==> config.mk <==
export PLATFORM = sky130hd
export DESIGN_NAME = p_regfile_mbox
export DESIGN_NICKNAME = d
export VERILOG_FILES = /design/src/rtl/p_regfile_pkg.sv /design/src/rtl/p_mbox_channel.sv /design/src/rtl/p_regfile_mbox.sv
export SDC_FILE = /design/constraint.sdc
export NUM_CORES = 2
export LEC_CHECK = 0
export CORE_MARGIN = 5
export CORE_UTILIZATION = 50
export CTS_CLUSTER_SIZE = 40
export DETAILED_ROUTE_END_ITERATION = 7
export PLACE_DENSITY = 0.77
export SETUP_SLACK_MARGIN = 0.5
export SKIP_CTS_REPAIR_TIMING = 1
export SLEW_MARGIN = 20
export SYNTH_ARGS = -nofsm -noshare
export SYNTH_HDL_FRONTEND = slang
export SYNTH_SLANG_ARGS = --single-unit
==> constraint.sdc <==
create_clock -name clock -period 74.4 [get_ports clock]
set_input_delay 18.6 -clock clock [delete_from_list [all_inputs] [get_ports clock]]
set_output_delay 18.6 -clock clock [all_outputs]
set_load 0.02 [all_outputs]
==> src/rtl/p_regfile_pkg.sv <==
// Shared defaults and status-word bit layout for the register file with game mailboxes.
package p_regfile_pkg;

   localparam int DEF_DATA_W     = 32;
   localparam int DEF_ADDR_W     = 5;
   localparam int DEF_N_CH       = 2;
   localparam int DEF_CH_BASE    = 20;
   localparam int DEF_CH_STRIDE  = 5;
   localparam int DEF_STATUS_REG = 27;

   function automatic int st_in_new(input int k);
      return k;
   endfunction

   function automatic int st_out_valid(input int n_ch, input int k);
      return n_ch + k;
   endfunction

   function automatic int st_ovf(input int n_ch, input int k);
      return 2 * n_ch + k;
   endfunction

   // True when every mailbox and status index is distinct, nonzero and inside the file.
   function automatic bit mbox_layout_ok(input int n_ch, input int base, input int stride,
                                         input int status_reg, input int num_regs);
      int idx [0:16];
      int n;
      if (n_ch < 1 || n_ch > 8) return 1'b0;
      n = 0;
      for (int k = 0; k < n_ch; k++) begin
         idx[n]     = base + k * stride;
         idx[n + 1] = base + k * stride + 1;
         n += 2;
      end
      idx[n] = status_reg;
      n++;
      for (int i = 0; i < n; i++) begin
         if (idx[i] <= 0 || idx[i] >= num_regs) return 1'b0;
         for (int j = 0; j < i; j++)
            if (idx[i] == idx[j]) return 1'b0;
      end
      return 1'b1;
   endfunction

endpackage

==> src/rtl/p_mbox_channel.sv <==
// One game mailbox channel: IN/OUT data registers plus in_new, out_valid and
// (with P_REGFILE_MBOX_OVF_EN) a sticky overflow flag.
module p_mbox_channel #(
   parameter int DATA_W = 32
) (
   input  logic              clock,
   input  logic              ctrl_reset,
   input  logic              out_write,
   input  logic [DATA_W-1:0] write_data,
   input  logic              clr_in_new,
`ifdef P_REGFILE_MBOX_OVF_EN
   input  logic              clr_ovf,
   output logic              ovf,
`endif
   input  logic [DATA_W-1:0] game_in_data,
   input  logic              game_in_valid,
   input  logic              game_out_ack,
   output logic [DATA_W-1:0] in_data,
   output logic [DATA_W-1:0] out_data,
   output logic              in_new,
   output logic              out_valid
);

   logic [DATA_W-1:0] in_data_reg;
   logic [DATA_W-1:0] out_data_reg;
   logic              in_new_reg, in_new_next;
   logic              out_valid_reg, out_valid_next;

   // Sets are applied after clears so a coincident set always wins.
   always_comb begin
      in_new_next = in_new_reg;
      if (clr_in_new)    in_new_next = 1'b0;
      if (game_in_valid) in_new_next = 1'b1;
      out_valid_next = out_valid_reg;
      if (game_out_ack)  out_valid_next = 1'b0;
      if (out_write)     out_valid_next = 1'b1;
   end

   always_ff @(posedge clock or posedge ctrl_reset) begin
      if (ctrl_reset) begin
         in_data_reg   <= '0;
         out_data_reg  <= '0;
         in_new_reg    <= 1'b0;
         out_valid_reg <= 1'b0;
      end else begin
         in_new_reg    <= in_new_next;
         out_valid_reg <= out_valid_next;
         if (game_in_valid) in_data_reg  <= game_in_data;
         if (out_write)     out_data_reg <= write_data;
      end
   end

`ifdef P_REGFILE_MBOX_OVF_EN
   logic ovf_reg, ovf_next;

   always_comb begin
      ovf_next = ovf_reg;
      if (clr_ovf)                     ovf_next = 1'b0;
      if (game_in_valid && in_new_reg) ovf_next = 1'b1;
   end

   always_ff @(posedge clock or posedge ctrl_reset) begin
      if (ctrl_reset) ovf_reg <= 1'b0;
      else            ovf_reg <= ovf_next;
   end

   assign ovf = ovf_reg;
`endif

   assign in_data   = in_data_reg;
   assign out_data  = out_data_reg;
   assign in_new    = in_new_reg;
   assign out_valid = out_valid_reg;

endmodule

==> src/rtl/p_regfile_mbox.sv <==
// CPU register file (2 comb reads with write bypass, 1 write) carrying N_CH handshaked
// game mailboxes and a W1C status register. Optional overflow flags: P_REGFILE_MBOX_OVF_EN.
module p_regfile_mbox
   import p_regfile_pkg::*;
#(
   parameter int DATA_W     = DEF_DATA_W,
   parameter int ADDR_W     = DEF_ADDR_W,
   parameter int N_CH       = DEF_N_CH,
   parameter int CH_BASE    = DEF_CH_BASE,
   parameter int CH_STRIDE  = DEF_CH_STRIDE,
   parameter int STATUS_REG = DEF_STATUS_REG
) (
   input  logic                   clock,
   input  logic                   ctrl_reset,
   input  logic                   ctrl_writeEnable,
   input  logic [ADDR_W-1:0]      ctrl_writeReg,
   input  logic [ADDR_W-1:0]      ctrl_readRegA,
   input  logic [ADDR_W-1:0]      ctrl_readRegB,
   input  logic [DATA_W-1:0]      data_writeReg,
   output logic [DATA_W-1:0]      data_readRegA,
   output logic [DATA_W-1:0]      data_readRegB,
   input  logic [N_CH*DATA_W-1:0] game_in_data,
   input  logic [N_CH-1:0]        game_in_valid,
   output logic [N_CH-1:0]        game_in_busy,
   output logic [N_CH*DATA_W-1:0] game_out_data,
   output logic [N_CH-1:0]        game_out_valid,
   input  logic [N_CH-1:0]        game_out_ack
);

   localparam int NUM_REGS = 2 ** ADDR_W;

   if (N_CH * 3 > DATA_W) begin : g_err_width
      $error("p_regfile_mbox: status word needs N_CH*3 <= DATA_W");
   end
   if (!mbox_layout_ok(N_CH, CH_BASE, CH_STRIDE, STATUS_REG, NUM_REGS)) begin : g_err_layout
      $error("p_regfile_mbox: mailbox/status indices overlap, are zero or out of range");
   end

   logic [DATA_W-1:0]            regs_reg [NUM_REGS];
   logic [N_CH-1:0][DATA_W-1:0]  ch_in_data;
   logic [N_CH-1:0][DATA_W-1:0]  ch_out_data;
   logic [N_CH-1:0]              ch_in_new;
   logic [N_CH-1:0]              ch_out_valid;
   logic [N_CH-1:0]              ch_out_write;
   logic [N_CH-1:0]              ch_clr_in_new;
   logic [DATA_W-1:0]            status_word;
   logic                         wr_status;
   logic                         wr_is_mbox;
   logic                         wr_general;
   logic [DATA_W-1:0]            rd_data [2];
`ifdef P_REGFILE_MBOX_OVF_EN
   logic [N_CH-1:0]              ch_ovf;
   logic [N_CH-1:0]              ch_clr_ovf;
`endif

   always_comb begin
      wr_status  = ctrl_writeEnable && (int'(ctrl_writeReg) == STATUS_REG);
      wr_is_mbox = 1'b0;
      for (int k = 0; k < N_CH; k++) begin
         if (int'(ctrl_writeReg) == CH_BASE + k * CH_STRIDE ||
             int'(ctrl_writeReg) == CH_BASE + k * CH_STRIDE + 1)
            wr_is_mbox = 1'b1;
      end
      wr_general = ctrl_writeEnable && (ctrl_writeReg != '0) && !wr_status && !wr_is_mbox;
   end

   always_ff @(posedge clock or posedge ctrl_reset) begin
      if (ctrl_reset) begin
         for (int i = 0; i < NUM_REGS; i++) regs_reg[i] <= '0;
      end else if (wr_general) begin
         regs_reg[ctrl_writeReg] <= data_writeReg;
      end
   end

   for (genvar gi = 0; gi < N_CH; gi++) begin : g_ch
      localparam int IN_IDX = CH_BASE + gi * CH_STRIDE;

      assign ch_out_write[gi]  = ctrl_writeEnable && (int'(ctrl_writeReg) == IN_IDX + 1);
      assign ch_clr_in_new[gi] = wr_status && data_writeReg[st_in_new(gi)];
`ifdef P_REGFILE_MBOX_OVF_EN
      assign ch_clr_ovf[gi]    = wr_status && data_writeReg[st_ovf(N_CH, gi)];
`endif

      p_mbox_channel #(.DATA_W(DATA_W)) u_ch (
         .clock        (clock),
         .ctrl_reset   (ctrl_reset),
         .out_write    (ch_out_write[gi]),
         .write_data   (data_writeReg),
         .clr_in_new   (ch_clr_in_new[gi]),
`ifdef P_REGFILE_MBOX_OVF_EN
         .clr_ovf      (ch_clr_ovf[gi]),
         .ovf          (ch_ovf[gi]),
`endif
         .game_in_data (game_in_data[gi*DATA_W +: DATA_W]),
         .game_in_valid(game_in_valid[gi]),
         .game_out_ack (game_out_ack[gi]),
         .in_data      (ch_in_data[gi]),
         .out_data     (ch_out_data[gi]),
         .in_new       (ch_in_new[gi]),
         .out_valid    (ch_out_valid[gi])
      );
   end

   always_comb begin
      status_word = '0;
      for (int k = 0; k < N_CH; k++) begin
         status_word[st_in_new(k)]          = ch_in_new[k];
         status_word[st_out_valid(N_CH, k)] = ch_out_valid[k];
`ifdef P_REGFILE_MBOX_OVF_EN
         status_word[st_ovf(N_CH, k)]       = ch_ovf[k];
`endif
      end
   end

   // IN_k and STATUS are not CPU-writable, so they never take the write bypass.
   always_comb begin : rd_mux
      logic [ADDR_W-1:0] a;
      logic              ro_hit;
      a      = '0;
      ro_hit = 1'b0;
      for (int p = 0; p < 2; p++) begin
         a          = (p == 0) ? ctrl_readRegA : ctrl_readRegB;
         rd_data[p] = regs_reg[a];
         ro_hit     = (int'(a) == STATUS_REG);
         for (int k = 0; k < N_CH; k++) begin
            if (int'(a) == CH_BASE + k * CH_STRIDE) begin
               rd_data[p] = ch_in_data[k];
               ro_hit     = 1'b1;
            end
            if (int'(a) == CH_BASE + k * CH_STRIDE + 1) rd_data[p] = ch_out_data[k];
         end
         if (int'(a) == STATUS_REG) rd_data[p] = status_word;
         if (ctrl_writeEnable && (ctrl_writeReg == a) && !ro_hit) rd_data[p] = data_writeReg;
         if (a == '0) rd_data[p] = '0;
      end
   end

   assign data_readRegA  = rd_data[0];
   assign data_readRegB  = rd_data[1];
   assign game_in_busy   = ch_in_new;
   assign game_out_valid = ch_out_valid;
   assign game_out_data  = ch_out_data;

endmodule

==> flow_summary.ini <==
[cts]
cts.clk_slew.worst_paths_ns = 0.06
htreeDepth = 3
cts_buffers = 114
cts_sinks = 1156
root_buffer = clkbuf_16
clockBufferDepth = 3
tritoncts = done
clock_latency_ns = 0.75

[cells_and_area]
synthToLayoutAreaGrowth_pct = 11.1
final_cell_area_sq_um = 68300
drive_above_1_share = 0.392
fin_util = 0.560
nets = 4478
largest_register_ffs = 1024

[worst_setup_path]
crit_chain = buf_8 -> buf_12 -> buf_4 -> buf_4 -> mux4_2 -> mux4_2 -> nor2_1 -> o22ai_1 -> clkdlybuf4s50_1
cp_max_fo = 94
worstPathArrival_ns = 23.80
r2r_cells = 1
end_kind = primary output
critPathLaunchType = input pin
worst-setup-path-type = in -> out
r2r_end = g_ch[1].u_ch.out_data[26]
r2r-start = g_ch[1].u_ch.out_data[26]
cp_slowest_cell = buf_4
slowest_delay_ns = 0.89
worstPathRequired_ns = 55.80
r2r_slack_ns = 73.37

[synthesis]
ys.flop_type = dfrtp_1
syn_inst = 4519
yosysTopAreaCell = dfrtp_1
synth_area_leaders = dfrtp_1 (47%), mux2_2 (17%), mux4_2 (16%), mux2i_1 (4.6%), clkbuf_1 (2.4%)
netlist_area_sq_um = 61500
ys_seq_elements = 1156
synth_most_common_cell = dfrtp_1
yosysSeqAreaShare = 0.470
ys_async_sr_fraction = 1.00
synth_cell_types = 67
synth_common_cells = dfrtp_1 (1156), mux2_2 (924), mux4_2 (438), clkbuf_1 (387), mux2i_1 (285)
syn_area_per_cell_sq_um = 13.6
synth_top_area_share = 0.470
synth_nets = 4637
synth_edf_count = 0
ys_warn_count = 0

[sta]
max_freq_mhz = 23.6
hold_viol = 0
worst_pin_slew_ns = 1.23
slew_headroom = 0.181
whs_ns = 0.373
fin_crit_sh = 0.570
finalSetupViolCount = 0
fin_skew_ns = 0
fin_tns_setup_ns = 0
post-route-min-period_ns = 42.40
rsz0062_at_grt = no
slew_viol_final = 0

[floorplanning]
initial_core_util = 0.504
die_area_sq_um = 130000
die_w_um = 361
pin_count = 250
die_height_um = 361
row_count = 128
core_area_sq_um = 122000

[power]
power_frac_clock = 0.344
switching_share = 0.284
power.density_nw_per_um2 = 26.0
switchingPower_mw = 0.504
p_int_mw = 1.27
p_comb_frac = 0.202
p_total_mw = 1.77
p_seq_frac = 0.454
p_leak_nw = 29.7
peakVddDrop_uv = 19.9

[placement]
place.gp.congestion = 0.942
dp_hpwl_mm = 125
port_buffers = 249
place_area_sq_um = 64400

[min_path]
whs_path_depth = 0
hold_end = regs_reg[365]
hp-start = regs_reg[365]
hp-class = reg -> reg

[routing]
wire_per_inst_um = 33.8
vias = 43000
drtIter0Drc = 6149
drtAntennaViolNets = 0
drcViolationCount = 0
wirelength_mm = 206
via_per_inst = 7.07
drtPass1Iterations = 6

[grt]
gr-usage-all-layers = 0.310
grt_pass1_wl_mm = 301
gr-total-overflow = 0
grt_pass1_vias = 43800
antenna_found_initial = 11
grt_max_degree = 181

[flow_run]
maxCapViolCount = 0

[outcome]
run_status = finished, final reports clean
critical path, delay by kind of cell:
kind / cells / cell delay [ns]
compound gates: 1 / 0.23
mux: 2 / 1.10
simple gates: 1 / 0.33
buf+inv: 5 / 3.39
cells by family (layout without fill, tap and decap cells):
kind of cell | after synthesis | count (layout) | synth area share
compound gates | 582 | 582 | 0.0640
xor+xnor | 11 | 11 | 0.00157
buf+inv | 684 | 618 | 0.0502
flops | 1156 | 1156 | 0.470
mux | 1657 | 1657 | 0.378
other cells | 0 | 4 | 0
simple gates | 429 | 429 | 0.0362
through the flow:
step	setup slack (ns)	instances
after floorplan	23.24	4519
after global placement	31.83	5865
after detailed placement	31.83	5868
after CTS	31.84	6077
after global routing	31.57	6079
final	32.00	6082
how the worst max path moves through the flow:
stage	from	end	depth (start not counted)	slack [ns]
4_1_cts	ctrl_readRegB[0]	data_readRegB[14]	9	31.84
3_5_place_dp	ctrl_readRegB[0]	data_readRegB[14]	9	31.83
5_1_grt	ctrl_readRegB[0]	data_readRegB[14]	9	31.57
2_1_floorplan	ctrl_reset	g_ch[0].u_ch.in_data[0]	1	23.24
3_3_place_gp	ctrl_readRegB[0]	data_readRegB[14]	9	31.83
6_report	ctrl_readRegB[0]	data_readRegB[14]	9	32.00
placed cells by master, fill, tap and decap left out, drive strengths merged, types with 5 or more instances in the layout:
cell type and n:
and3 46, nand2 125, a211oi 30, nand3 58, clkdlybuf4s50 237, mux2i 285
nand4 9, nor3 33, inv 39, nor4 13, a221oi 29, o21ai 81
bufinv 10, xnor2 6, buf 138, a22o 38, and2 7, dfrtp 1156
o22ai 80, o2bb2ai 9, mux2 934, a2111oi 14, a2bb2oi 5, clkinv 18
xor2 5, o221ai 7, clkbuf 175, nor2b 27, nor2 70, mux4 438
a21o 7, nand2b 10, o211ai 19, a21oi 124, nor3b 5, nand3b 10
a22oi 126
cell type report:
| type | instances | area (sq um) |
|---|---|---|
| Inverter | 34 | 135 |
| Multi-Input combinational cell | 2679 | 29700 |
| Sequential cell | 1156 | 28900 |
| Timing Repair Buffer | 375 | 3580 |
| Tap cell | 1625 | 2030 |
| Clock inverter | 34 | 500 |
| Antenna cell | 4 | 10.0 |
| Fill cell | 9654 | 53700 |
| Clock buffer | 175 | 3420 |
power groups by stage:
stage | sequential [mW] | clock [mW] | combinational, mW
floorplan | 0.792 | 0 | 0.248
CTS | 0.799 | 0.612 | 0.355
detailed placement | 0.810 | 0 | 0.353
global placement | 0.803 | 0 | 0.344
finish | 0.805 | 0.610 | 0.359
global route | 0.813 | 0.639 | 0.379
routing by layer:
| metal | vias up | routed length [um] | track usage | part of all wire |
|---|---|---|---|---|
| li1 | 16700 | - | - | - |
| met1 | 22300 | 74700 | 0.405 | 0.36 |
| met2 | 3152 | 89600 | 0.453 | 0.44 |
| met3 | 864 | 26700 | 0.110 | 0.13 |
| met4 | 6 | 14400 | 0.173 | 0.070 |
| met5 | - | 105 | 0.00508 | 0.00051 |
Power figures use the tool's default switching activity.
